--- src/rtl/cpu_sequencer.sv ---
// Phase sequencer for the accumulator CPU: generates the one-hot fetch/exec1/exec2
// phase vector, stretches phases across the memory handshake, and handles run/step/halt.
module cpu_sequencer #(
    parameter int WAIT_MAX = 15,
    parameter int CNT_W    = 16
) (
    input  logic             clk,
    input  logic             rst_n,
    input  logic             run,
    input  logic             step_mode,
    input  logic             step_req,
    input  logic             clear,
    input  logic [3:0]       inst,
    input  logic             mem_ack,
    output logic [2:0]       state,
    output logic             phase_done,
    output logic             ir_load,
    output logic             mem_req,
    output logic             halted,
    output logic             bus_err,
    output logic             illegal,
    output logic [CNT_W-1:0] instr_count
);

    typedef enum logic [2:0] {
        S_IDLE  = 3'd0,
        S_FETCH = 3'd1,
        S_EXEC1 = 3'd2,
        S_EXEC2 = 3'd3,
        S_HALT  = 3'd4
    } fsm_t;

    // Wait counter compares against the last allowed unacknowledged cycle.
    localparam logic [7:0] WAIT_LAST = 8'(WAIT_MAX - 1);

    fsm_t             fsm_r;
    fsm_t             fsm_nxt_s;
    logic [7:0]       wait_cnt_r;
    logic [CNT_W-1:0] instr_count_r;
    logic             bus_err_r;

    logic [2:0]       state_s;
    logic             mem_req_s;
    logic             phase_done_s;
    logic             halted_s;
    logic             illegal_s;
    logic             retire_s;
    logic             timeout_s;
    fsm_t             retire_nxt_s;

    function automatic logic is_mem_op(input logic [3:0] op);
        return (op[3:2] == 2'b00);
    endfunction

    function automatic logic is_two_phase_op(input logic [3:0] op);
        return (op == 4'b0000) || (op == 4'b0010) || (op == 4'b0011) || (op[3:2] == 2'b11);
    endfunction

    function automatic logic is_stp_op(input logic [3:0] op);
        return (op == 4'b0111);
    endfunction

    function automatic logic is_illegal_op(input logic [3:0] op);
        return (op == 4'b1001) || (op == 4'b1010) || (op == 4'b1011);
    endfunction

    assign timeout_s    = mem_req_s & ~mem_ack & (wait_cnt_r == WAIT_LAST);
    assign retire_nxt_s = (step_mode | ~run) ? S_IDLE : S_FETCH;

    // FSM state register.
    always_ff @(posedge clk or negedge rst_n) begin
        if (!rst_n) begin
            fsm_r <= S_IDLE;
        end else begin
            fsm_r <= fsm_nxt_s;
        end
    end

    // Next-state logic; an ack always beats a timeout landing in the same cycle.
    always_comb begin
        fsm_nxt_s = fsm_r;
        case (fsm_r)
            S_IDLE: begin
                if (run && !step_mode) begin
                    fsm_nxt_s = S_FETCH;
                end else if (step_mode && step_req) begin
                    fsm_nxt_s = S_FETCH;
                end else begin
                    fsm_nxt_s = S_IDLE;
                end
            end
            S_FETCH: begin
                if (phase_done_s) begin
                    fsm_nxt_s = S_EXEC1;
                end else if (timeout_s) begin
                    fsm_nxt_s = S_HALT;
                end else begin
                    fsm_nxt_s = S_FETCH;
                end
            end
            S_EXEC1: begin
                if (phase_done_s) begin
                    if (is_stp_op(inst)) begin
                        fsm_nxt_s = S_HALT;
                    end else if (is_two_phase_op(inst)) begin
                        fsm_nxt_s = S_EXEC2;
                    end else begin
                        fsm_nxt_s = retire_nxt_s;
                    end
                end else if (timeout_s) begin
                    fsm_nxt_s = S_HALT;
                end else begin
                    fsm_nxt_s = S_EXEC1;
                end
            end
            S_EXEC2: begin
                fsm_nxt_s = retire_nxt_s;
            end
            S_HALT: begin
                if (clear) begin
                    fsm_nxt_s = S_IDLE;
                end else begin
                    fsm_nxt_s = S_HALT;
                end
            end
            default: begin
                fsm_nxt_s = S_IDLE;
            end
        endcase
    end

    // Phase vector, handshake and strobe decode from the current FSM state.
    always_comb begin
        state_s      = 3'b000;
        mem_req_s    = 1'b0;
        phase_done_s = 1'b0;
        halted_s     = 1'b0;
        illegal_s    = 1'b0;
        retire_s     = 1'b0;
        case (fsm_r)
            S_IDLE: begin
                state_s = 3'b000;
            end
            S_FETCH: begin
                state_s      = 3'b001;
                mem_req_s    = 1'b1;
                phase_done_s = mem_ack;
            end
            S_EXEC1: begin
                state_s = 3'b010;
                if (is_mem_op(inst)) begin
                    mem_req_s    = 1'b1;
                    phase_done_s = mem_ack;
                end else begin
                    phase_done_s = 1'b1;
                end
                illegal_s = phase_done_s & is_illegal_op(inst);
                retire_s  = phase_done_s & ~is_stp_op(inst) & ~is_two_phase_op(inst);
            end
            S_EXEC2: begin
                state_s      = 3'b100;
                phase_done_s = 1'b1;
                retire_s     = 1'b1;
            end
            S_HALT: begin
                halted_s = 1'b1;
            end
            default: begin
                state_s = 3'b000;
            end
        endcase
    end

    // Unacknowledged-request counter, restarted at every phase boundary.
    always_ff @(posedge clk or negedge rst_n) begin
        if (!rst_n) begin
            wait_cnt_r <= 8'd0;
        end else if (phase_done_s || !mem_req_s || timeout_s) begin
            wait_cnt_r <= 8'd0;
        end else begin
            wait_cnt_r <= wait_cnt_r + 8'd1;
        end
    end

    // Retired-instruction counter, saturating at all-ones.
    always_ff @(posedge clk or negedge rst_n) begin
        if (!rst_n) begin
            instr_count_r <= '0;
        end else if (retire_s && !(&instr_count_r)) begin
            instr_count_r <= instr_count_r + {{(CNT_W-1){1'b0}}, 1'b1};
        end else begin
            instr_count_r <= instr_count_r;
        end
    end

    // Sticky bus error: set by timeout, cleared only when clear releases HALT.
    always_ff @(posedge clk or negedge rst_n) begin
        if (!rst_n) begin
            bus_err_r <= 1'b0;
        end else if (timeout_s) begin
            bus_err_r <= 1'b1;
        end else if ((fsm_r == S_HALT) && clear) begin
            bus_err_r <= 1'b0;
        end else begin
            bus_err_r <= bus_err_r;
        end
    end

    assign state       = state_s;
    assign phase_done  = phase_done_s;
    assign ir_load     = state_s[0] & phase_done_s;
    assign mem_req     = mem_req_s;
    assign halted      = halted_s;
    assign bus_err     = bus_err_r;
    assign illegal     = illegal_s;
    assign instr_count = instr_count_r;

endmodule

--- config.mk ---
export PLATFORM = sky130hd
export DESIGN_NAME = cpu_sequencer
export DESIGN_NICKNAME = d
export VERILOG_FILES = /design/src/rtl/cpu_sequencer.sv
export SDC_FILE = /design/constraint.sdc
export NUM_CORES = 1
export LEC_CHECK = 0
export CAP_MARGIN = 20
export CORE_MARGIN = 1
export CORE_UTILIZATION = 51
export CTS_BUF_LIST = sky130_fd_sc_hd__clkbuf_8
export DETAILED_ROUTE_END_ITERATION = 16
export PLACE_DENSITY_LB_ADDON = 0.1
export SLEW_MARGIN = 20
export SYNTH_ARGS = -nofsm -noshare
export SYNTH_HDL_FRONTEND = slang
export SYNTH_SLANG_ARGS = --single-unit
export TNS_END_PERCENT = 30
--- constraint.sdc ---
create_clock -name clk -period 2.3 [get_ports clk]
set_clock_uncertainty 0.05 [all_clocks]
set_input_delay 0.345 -clock clk [delete_from_list [all_inputs] [get_ports clk]]
set_output_delay 0.345 -clock clk [all_outputs]
set_load 0.005 [all_outputs]
== Yosys cells after proc, flatten, opt, wreduce, memory -nomap -nowiden ==
Index checks and enable logic that the tools add are counted.

* Bits in registers: 28
* Input port bits: 11
* Output and inout bits: 25
* Word-level logic and storage cells: 71

* Add/subtract/negate cells: 2
* Eq/ne operators: 12
* Mux-type cells: 23
* Bitwise operators: 11
* Reductions and logical operators: 19

{| class="wikitable"
|+ Operators by type and width
! cell !! number
|-
| 2-to-1 mux 3 bit || 6
|-
| adder 16 x 1 -> 16 bit, second input constant || 1
|-
| AND reduction 16 bit || 1
|-
| one-hot mux 3 bit (5 select lines) || 1
|-
| == test 4 bit, second input constant || 3
|-
| 2-to-1 mux 1 bit || 10
|-
| one-hot mux 3 bit (3 select lines) || 1
|-
| adder 8 x 1 -> 8 bit, second input constant || 1
|-
| == test 4 x 2 -> 1 bit, second input constant || 2
|-
| == test 8 x 4 -> 1 bit, second input constant || 1
|-
| 2-to-1 mux 8 bit || 1
|-
| logical OR 1 bit || 7
|-
| AND 1 bit || 6
|-
| == test 3 x 2 -> 1 bit, second input constant || 2
|-
| == test 4 x 3 -> 1 bit, second input constant || 1
|-
| logical AND 1 bit || 4
|-
| logical NOT 4 bit || 1
|-
| inverter 1 bit || 4
|-
| one-hot mux 1 bit (2 select lines) || 2
|-
| == test 3 x 1 -> 1 bit, second input constant || 1
|-
| == test 3 bit, second input constant || 1
|-
| logical NOT 1 bit || 3
|-
| logical NOT 3 bit || 1
|-
| one-hot mux 1 bit (3 select lines) || 1
|-
| 5 further kinds || 5
|}

== Logic depth before layout (Yosys ltp) ==
Gate-level depths: netlist of the first run.

* Word-level depth: 8
* Gate-level depth with buffers: 6
* Gate-level depth less buffers: 6

== Worst setup path before layout of the first run ==
OpenSTA, ideal clock, no wires.

* Path kind: input to register
* From: input inst[1]
* To: register instr_count_r[14], in the netlist instr_count[14]
* Setup time: 124 ps
* Arrival time: 1887 ps
* Data required time: 2126 ps
* Slack: 239 ps
* Stages on the path: 5
* Buffers on the path: 0
* Path through: and2_4 > o311a_4 > or4_4 > or3b_1 > xnor2_1

* Cells in the longest elaborated chain, start to end: 8
* Elaborated cells between the ends (all ways): 13
* Classes of those cells: eq/ne: 3; mux: 1; bitwise: 4; reduce/logical: 5

{| class="wikitable"
|+ Ends and longest elaborated chain
! what !! RTL line !! text
|-
| from (decl) || 13 || <nowiki>input logic [3:0] inst,</nowiki>
|-
| == test 4 x 2 -> 1 bit or logical NOT 4 bit (tied branches) || 56 || <nowiki>return (op == 4'b0000) || (op == 4'b0010) || (op == 4'b0011) || (op[3:2] == 2'b11);</nowiki>
|-
| logical OR 1 bit (3 in series) || 56 ||
|-
| inverter 1 bit || 158 || <nowiki>retire_s = phase_done_s & ~is_stp_op(inst) & ~is_two_phase_op(inst);</nowiki>
|-
| AND 1 bit * || 158 ||
|-
| one-hot mux 1 bit (2 select lines) * || 140 || <nowiki>case (fsm_r)</nowiki>
|-
| logical AND 1 bit * || 189 || <nowiki>end else if (retire_s && !(&instr_count_r)) begin</nowiki>
|-
| to (signal assigned) || 190 || <nowiki>instr_count_r <= instr_count_r + {{(CNT_W-1){1'b0}}, 1'b1};</nowiki>
|-
| to (signal assigned) || 192 || <nowiki>instr_count_r <= instr_count_r;</nowiki>
|-
| to (decl) || 39 || <nowiki>logic [CNT_W-1:0] instr_count_r;</nowiki>
|}

Mark *: on every way between the ends. The rest lies on a longest branch, timed or not.
A chain may end at the register's enable or synchronous reset.

== Final worst setup path of the first run ==
Same ends and word-level chain as after synthesis.

==> out/summary.log, run 1 <==
INFO  synth          synth_fp_nets=168
INFO  detailed_routing detailedRoute.firstPassIterationCount=4
INFO  sta            clock.fmax=0.439GHz
INFO  global_routing pin_count_of_the_biggest_net_entering_global_routing=29
INFO  detailed_routing via_count=1368
INFO  global_routing grt_first_pass_wirelength=5750um
INFO  pwr            power.static_leakage=0.940nW
INFO  placement      place.detailed.instances=235
INFO  critical_path  end_kind=flop
INFO  flow_run       maxCapViolations=0
INFO  sta            slew_viol_final=0
INFO  critical_path  crit_family=simple AND/OR/NAND/NOR gates
INFO  clock_network  cts_tree=built
INFO  synth          synthTopCellsByArea=sky130_fd_sc_hd__dfrtp_1 47%, sky130_fd_sc_hd__xnor2_1 5.2%, sky130_fd_sc_hd__xor2_1 4.7%
INFO  synth          avgSynthCellArea=9.76squm
INFO  clock_network  numCtsBuffers=3
INFO  critical_path  worst_path_max_delay_cell=sky130_fd_sc_hd__or4_4
INFO  synth          number_of_flops_mapped_to_enable_cells_by_yosys=0
INFO  clock_network  cts_buffer_depth=2
INFO  synth          synth-async-reset-ratio=100%
INFO  critical_path  worstPathArrival=2.39ns
INFO  synth          post_synth_num_cell_types=37
INFO  synth          synth_top_area_share=46.6%
INFO  layout         most_common_cell_after_layout_fill_and_taps_aside=sky130_fd_sc_hd__clkdlybuf4s50_1
INFO  sta            final_number_of_setup_violating_endpoints=0
INFO  pwr            totalPowerFinal=0.00176W
INFO  critical_path  worstReg2RegStart=instr_count[0]$_DFFE_PN0P_
INFO  critical_path  cp.required=2.41ns
INFO  clock_network  cts-root-buf=sky130_fd_sc_hd__clkbuf_8
INFO  pwr            power.density_cell_area=825mW/mm^2
INFO  worst_hold_path hold_class=in2async
INFO  detailed_routing route.final.wire_length=3500um
INFO  detailed_routing drtIter0Drc=56
INFO  clock_network  clkTransAtPathRegs=0.09ns
INFO  sta            max-slew-margin-rel=77.2%
INFO  floorplan      die_width=56.3um
INFO  sta            fin_crit=2.28ns
INFO  synth          synth_top_flop_cell=sky130_fd_sc_hd__dfrtp_1
INFO  sta            timing_hold_violations_final=0
INFO  synth          synthCells=154
INFO  layout         antennaDiodeCount=0
INFO  detailed_routing ant_nets=0
INFO  global_routing grt.overflow.total=0
INFO  floorplan      core_region_area=0.00278sqmm
INFO  synth          synth_largest_area_cell=sky130_fd_sc_hd__dfrtp_1
INFO  clock_network  cts-htree-levels=1
INFO  floorplan      floorplan.rows=19
INFO  synth          synth-seq-cells=28
INFO  pwr            peak_supply_drop=0.723mV
INFO  layout         finalNetCount=227
INFO  global_routing grt_pass1_vias=1359
INFO  detailed_routing drt_drc_violations_left=0
INFO  floorplan      floorplan.die_area=0.00317sqmm
INFO  critical_path  critical_path_class=in2reg
INFO  layout         layout.filler_cells=188
INFO  critical_path  worstPathCellList=clkdlybuf4s50_1 > and2_4 > o311a_4 > or4_4 > or3b_1 > xnor2_1
INFO  layout         area_taken_by_flip_flops_and_latches=703squm
INFO  layout         syn_to_final_growth=42.0%
INFO  floorplan      dieHeight=56.3um
INFO  sta            grt_setup_unrepaired=yes
INFO  layout         drive_above_1_share=17.9%
INFO  clock_network  worstSkewPairLatency=0.27ns
INFO  placement      place_congestion=0.925
INFO  critical_path  crit_path_largest_cell_delay=0.54ns
INFO  detailed_routing wl_per_cell=14.4um
INFO  critical_path  r2r_end=instr_count[14]$_DFFE_PN0P_
INFO  floorplan      io_pins=36
INFO  sta            tightest_slew=0.339ns
INFO  critical_path  worst_r2r_path_depth=5
INFO  critical_path  combined_buffer_and_inverter_count_along_the_critical_path=1
INFO  global_routing grt_antenna_before_repair=0
INFO  layout         final_cell_mix=31 x sky130_fd_sc_hd__clkdlybuf4s50_1, 26 x sky130_fd_sc_hd__dfrtp_1, 20 x sky130_fd_sc_hd__buf_4, 18 x sky130_fd_sc_hd__nor2_1, 14 x sky130_fd_sc_hd__nand2_1
INFO  placement      dp_hpwl=2530um
INFO  global_routing grtUsageTotal=23.1%
INFO  critical_path  worst-path-max-fanout=4
INFO  synth          synthesis.area=0.00150sqmm
INFO  layout         finalCoreUtilization=76.7%
INFO  critical_path  nature_of_the_critical_path_startpoint=primary input
INFO  sta            period_share=99.1%
INFO  placement      number_of_port_buffers=35
INFO  synth          synth_sequential_area_ratio=46.6%
INFO  synth          synth-warning-count=0
INFO  layout         finalNonFillerCells=243
INFO  critical_path  worst-r2r-setup-slack=0.21ns
INFO  detailed_routing route.detailed.vias_per_inst=5.63
INFO  layout         multi_input_comb_area=803squm
INFO  clock_network  number_of_buffers_inserted_by_hold_repair_at_cts=0
INFO  clock_network  clkSinkCount=28
INFO  run_status     outcome=finished, final reports clean
INFO  floorplan      initial_core_util=54.0%
==> power by group <==
group          internal (W)  switching, W  total [W]
clock              0.000233      0.000145   0.000378
combinational      0.000415      0.000305   0.000721
sequential         0.000567     0.0000952   0.000662
==> area by class of cell <==
class,instances,share of cell area [%]
multi-input combinational,120,37.6
tap,31,1.82
inverter,5,0.879
clock inverter,1,1.41
clock buffer,3,1.93
timing repair buffer,55,23.4
sequential,28,32.9
==> metrics by stage <==
| step | instance area (sq um) | hold slack (ns) | setup TNS, ns | worst slack [ns] |
|---|---|---|---|---|
| floorplan | 1500 | -0.000591 | 0 | 0.239 |
| global placement | 2010 | 0.413 | -0.985 | -0.227 |
| detailed placement | 2010 | 0.414 | -1.22 | -0.259 |
| CTS | 2110 | 0.400 | 0 | 0.00366 |
| global route | 2130 | 0.431 | -0.0429 | -0.0249 |
| finish | 2130 | 0.392 | 0 | 0.0210 |
==> flip-flops by register name (all words and copies together), names as in the netlist <==
name         count
fsm_r            3
wait_cnt_r       8
bus_err          1
instr_count     16
==> worst max-delay path by stage <==
stage                             from  depth (start not counted)                           to  slack, ns
finish                         inst[1]                          6  instr_count[14]$_DFFE_PN0P_       0.02
global route        fsm_r[0]$_DFF_PN0_                          5                   phase_done      -0.02
floorplan                      inst[1]                          5  instr_count[14]$_DFFE_PN0P_       0.24
detailed placement             inst[0]                          6  instr_count[14]$_DFFE_PN0P_      -0.26
CTS                 fsm_r[2]$_DFF_PN0_                          3                      illegal      0.004
global placement               inst[0]                          6  instr_count[14]$_DFFE_PN0P_      -0.23
==> kinds of logic (layout without fill, tap and decap cells) <==
kind of cell | after synthesis | in the layout | synth area share, %
buffers and inverters | 6 | 64 | 1.50
DFF | 28 | 28 | 46.6
AOI/OAI and AO/OA | 17 | 17 | 7.99
muxes | 3 | 3 | 2.16
and+or+nand+nor | 80 | 80 | 29.3
xor gates and xnor gates | 17 | 17 | 9.91
adders and majority gates | 3 | 3 | 2.50
==> what timing repair did <==
item / CTS / global route
setup buffers: 2 / 2
setup endpoints to repair: 3 / 6
resized for setup: 6 / 5
pin swaps: 0 / 0
==> per-layer routing <==
metal / share of wire (%) / GRT usage (%) / vias to the layer above
met4: 1.9 / 10.8 / 0
met2: 49 / 39.6 / 42
met1: 44 / 28.5 / 648
li1: - / - / 670
met5: 0 / 0 / -
met3: 4.4 / 3.69 / 8
==> synth_stat cells, types with 2 or more instances <==
cell and instances:
sky130_fd_sc_hd__nand4b_1 2, sky130_fd_sc_hd__mux2_2 2, sky130_fd_sc_hd__ha_1 3, sky130_fd_sc_hd__or2_2 2, sky130_fd_sc_hd__a31oi_1 2, sky130_fd_sc_hd__nor2_1 18, sky130_fd_sc_hd__and2_1 2, sky130_fd_sc_hd__nand3_1 4
sky130_fd_sc_hd__inv_1 5, sky130_fd_sc_hd__dfrtp_1 28, sky130_fd_sc_hd__and3_1 3, sky130_fd_sc_hd__nand2b_1 4, sky130_fd_sc_hd__nor4_1 5, sky130_fd_sc_hd__a21oi_1 7, sky130_fd_sc_hd__xor2_1 8, sky130_fd_sc_hd__nand2_1 14
sky130_fd_sc_hd__nor3_1 4, sky130_fd_sc_hd__o21ai_0 2, sky130_fd_sc_hd__or3_1 2, sky130_fd_sc_hd__nand4_1 10, sky130_fd_sc_hd__xnor2_1 9, sky130_fd_sc_hd__a21o_1 3
No activity file was read; power rests on OpenSTA's default activity.
==> inputs of run 2 (changes only) <==
--- a/config.mk
+++ b/config.mk
@@ -7,9 +7,10 @@
 export LEC_CHECK = 0
 export CAP_MARGIN = 20
 export CORE_MARGIN = 1
-export CORE_UTILIZATION = 51
+export CORE_UTILIZATION = 64
 export CTS_BUF_LIST = sky130_fd_sc_hd__clkbuf_8
 export DETAILED_ROUTE_END_ITERATION = 16
+export DONT_BUFFER_PORTS = 1
 export PLACE_DENSITY_LB_ADDON = 0.1
 export SLEW_MARGIN = 20
 export SYNTH_ARGS = -nofsm -noshare
==> run 2 against run 1 <==
  * Maximum frequency is 8.5% higher
  * Non-clock buffer count decreased by 50
  * Sequential share of layout area grew 9.3 points
  * First-iteration DRC count decreased by 79%
  * Global-route usage rose by 1.9 points
  * Routed wire length fell by 14%
  * Critical path depth is 1 lower
  * Die area decreased by 20%
  * Total power is 18% lower
  * Worst setup slack better by 0.18 ns
  * Worst hold slack got worse by 0.22 ns
  * Critical path type is now reg2reg
  * Largest cell class unchanged
==> out/summary.log, run 2 (synthesis gave the netlist of run 1 again) <==
INFO  clock_network  cts-root-buf=sky130_fd_sc_hd__clkbuf_8
INFO  critical_path  end_kind=flop
INFO  global_routing grt.overflow.total=0 [unchanged]
INFO  pwr            peak_supply_drop=0.937mV [+30%]
INFO  layout         finalNonFillerCells=190 [-22%]
INFO  detailed_routing detailedRoute.firstPassIterationCount=4 [unchanged]
INFO  clock_network  post_cts.resized_instances=0 [-6]
INFO  pwr            power.density_cell_area=873mW/mm^2 [+5.9%]
INFO  run_status     outcome=finished, final reports clean
INFO  sta            grt_setup_unrepaired=no
INFO  layout         multi_input_comb_area=779squm [-3.0%]
INFO  global_routing pin_count_of_the_biggest_net_entering_global_routing=29 [unchanged]
INFO  clock_network  numCtsBuffers=3 [unchanged]
INFO  detailed_routing wl_per_cell=15.8um [+10%]
INFO  layout         syn_to_final_growth=10.3%
INFO  global_routing grt-busiest-layer=met2
INFO  worst_hold_path timing.hold.worst_path_depth=1
INFO  clock_network  post-cts-setup-buffer-count=0 [-2]
INFO  critical_path  cp.required=2.41ns [about the same]
INFO  detailed_routing route.detailed.vias_per_inst=6.16 [+9.5%]
INFO  layout         layout.filler_cells=159 [-15%]
INFO  placement      dp_hpwl=2170um [-14%]
INFO  clock_network  worstSkewPairLatency=0.27ns [about the same]
INFO  critical_path  worst-r2r-setup-slack=0.20ns [about the same]
INFO  global_routing grt_pass1_vias=1128 [-17%]
INFO  layout         antennaDiodeCount=0 [unchanged]
INFO  critical_path  worstPathCellList=ha_1 > nand3_1 > or4_4 > or3b_1 > xnor2_1
INFO  critical_path  worstPathArrival=2.21ns [-0.18 ns]
INFO  global_routing globalRouteMet3Util=6.67% [+3.0 points]
INFO  floorplan      die_width=50.5um [-10%]
INFO  layout         largest_register_ffs=16 [unchanged]
INFO  floorplan      dieHeight=50.5um [-10%]
INFO  sta            fin_ws=0.200ns [+0.179 ns]
INFO  floorplan      core_region_area=0.00221sqmm [-20%]
INFO  floorplan      floorplan.die_area=0.00255sqmm [-20%]
INFO  pwr            power.static_leakage=0.721nW [-23%]
INFO  layout         area_taken_by_flip_flops_and_latches=701squm [-0.36%]
INFO  placement      place.detailed.instances=184 [-22%]
INFO  layout         most_common_cell_after_layout_fill_and_taps_aside=sky130_fd_sc_hd__dfrtp_1
INFO  critical_path  combined_buffer_and_inverter_count_along_the_critical_path=0 [-1]
INFO  sta            clock.fmax=0.476GHz [+8.5%]
INFO  clock_network  cts-htree-levels=1 [unchanged]
INFO  global_routing grtUsageTotal=25.0% [+1.9 points]
INFO  global_routing grt_antenna_before_repair=0 [unchanged]
INFO  critical_path  crit_path_largest_cell_delay=0.55ns [about the same]
INFO  sta            fin_crit=2.10ns [-0.179 ns]
INFO  critical_path  worst_path_max_delay_cell=sky130_fd_sc_hd__or4_4
INFO  placement      number_of_port_buffers=0 [-100%]
INFO  worst_hold_path worstHoldStart=clear
INFO  global_routing met2_usage=46.0% [+6.4 points]
INFO  detailed_routing via_count=1171 [-14%]
INFO  floorplan      initial_core_util=67.9% [+14 points]
INFO  critical_path  crit_family=simple AND/OR/NAND/NOR gates
INFO  critical_path  worst-path-max-fanout=5 [+1]
INFO  floorplan      io_pins=36 [unchanged]
INFO  placement      place_worst_setup_slack=0.178ns [+0.437 ns]
INFO  clock_network  number_of_buffers_inserted_by_hold_repair_at_cts=2 [+2]
INFO  placement      place_congestion=0.770 [-17%]
INFO  detailed_routing ant_nets=0 [unchanged]
INFO  sta            timing_hold_violations_final=0 [unchanged]
INFO  clock_network  clkSinkCount=28 [unchanged]
INFO  global_routing grt_first_pass_wirelength=4650um [-19%]
INFO  critical_path  nature_of_the_critical_path_startpoint=flop
INFO  layout         drive_above_1_share=9.26% [-8.7 points]
INFO  detailed_routing drtIter0Drc=12 [-79%]
INFO  clock_network  cts_tree=built
INFO  sta            setup_total_negative_slack=0ns [unchanged]
INFO  floorplan      floorplan.rows=17 [-2]
INFO  critical_path  worstReg2RegStart=instr_count[0]$_DFFE_PN0P_
INFO  sta            slew_viol_final=0 [unchanged]
INFO  detailed_routing drt_drc_violations_left=0 [unchanged]
INFO  sta            final_number_of_setup_violating_endpoints=0 [unchanged]
INFO  clock_network  cts_buffer_depth=2 [unchanged]
INFO  sta            period_share=91.3% [-7.8 points]
INFO  sta            max-slew-margin-rel=52.4% [-25 points]
INFO  flow_run       maxCapViolations=0 [unchanged]
INFO  critical_path  r2r_end=instr_count[14]$_DFFE_PN0P_
INFO  detailed_routing route.final.wire_length=3010um [-14%]
INFO  layout         finalNetCount=177 [-22%]
INFO  worst_hold_path min_to=fsm_r[2]$_DFF_PN0_
INFO  global_routing globalRouteMet1Util=25.8% [-2.7 points]
INFO  worst_hold_path hold_class=in2reg
INFO  clock_network  clkTransAtPathRegs=0.10ns [about the same]
INFO  critical_path  critical_path_class=reg2reg
INFO  sta            tightest_slew=0.709ns [+0.369 ns]
INFO  critical_path  worst_r2r_path_depth=5 [unchanged]
INFO  layout         final_cell_mix=28 x sky130_fd_sc_hd__dfrtp_1, 18 x sky130_fd_sc_hd__nor2_1, 14 x sky130_fd_sc_hd__nand2_1, 10 x sky130_fd_sc_hd__nand4_1, 9 x sky130_fd_sc_hd__xnor2_1
[run 2: cell count changes in the layout (fill, tap and decap cells not counted), sizes merged]
| cell | change |
|---|---|
| clkdlybuf4s50 | -31 |
| buf | -16 |
| dlygate4sd2 | -3 |
| dlygate4sd3 | +1 |
| dlymetal6s2s | -1 |
[run 2: layer usage]
layer	up-vias	wire (um)	part of all wire, %
li1	567	-	-
met1	569	1220	41
met2	31	1600	53
met3	4	160	5.3
met4	0	30	1.0
met5	-	0	0
[run 2: per-stage QoR]
step | power [W] | utilization [%] | hold slack (ns) | cell area [sq um]
2_1_floorplan | 0.000946 | - | -0.000591 | 1500
3_3_place_gp | 0.00103 | 70.4 | -0.0000199 | 1560
3_5_place_dp | 0.00105 | 70.4 | 0.00000183 | 1560
4_1_cts | 0.00145 | 74.9 | 0.169 | 1660
5_1_grt | 0.00153 | 74.9 | 0.188 | 1660
6_report | 0.00145 | 74.9 | 0.175 | 1660
[run 2: layout make-up]
| class | instances | area share, % |
|---|---|---|
| clock buffer | 3 | 2.49 |
| sequential | 28 | 42.3 |
| inverter | 5 | 1.13 |
| clock inverter | 1 | 1.81 |
| timing repair buffer | 5 | 3.17 |
| multi-input combinational | 120 | 47.0 |
| tap | 28 | 2.11 |
[run 2: how the worst max path moves through the flow]
stage,startpoint,to,slack [ns],cells past startpoint
after floorplan,inst[1],instr_count[14]$_DFFE_PN0P_,0.24,5
after global placement,inst[1],instr_count[14]$_DFFE_PN0P_,0.21,5
after detailed placement,inst[1],instr_count[14]$_DFFE_PN0P_,0.18,5
after CTS,instr_count[0]$_DFFE_PN0P_,instr_count[14]$_DFFE_PN0P_,0.21,5
after global routing,instr_count[0]$_DFFE_PN0P_,instr_count[14]$_DFFE_PN0P_,0.12,5
final,instr_count[0]$_DFFE_PN0P_,instr_count[14]$_DFFE_PN0P_,0.20,5
[run 2: power by group]
group | internal [W] | leakage (nW) | switching (W)
clock network | 0.000233 | 0.0357 | 0.000150
registers | 0.000565 | 0.359 | 0.000113
logic | 0.000167 | 0.326 | 0.000220
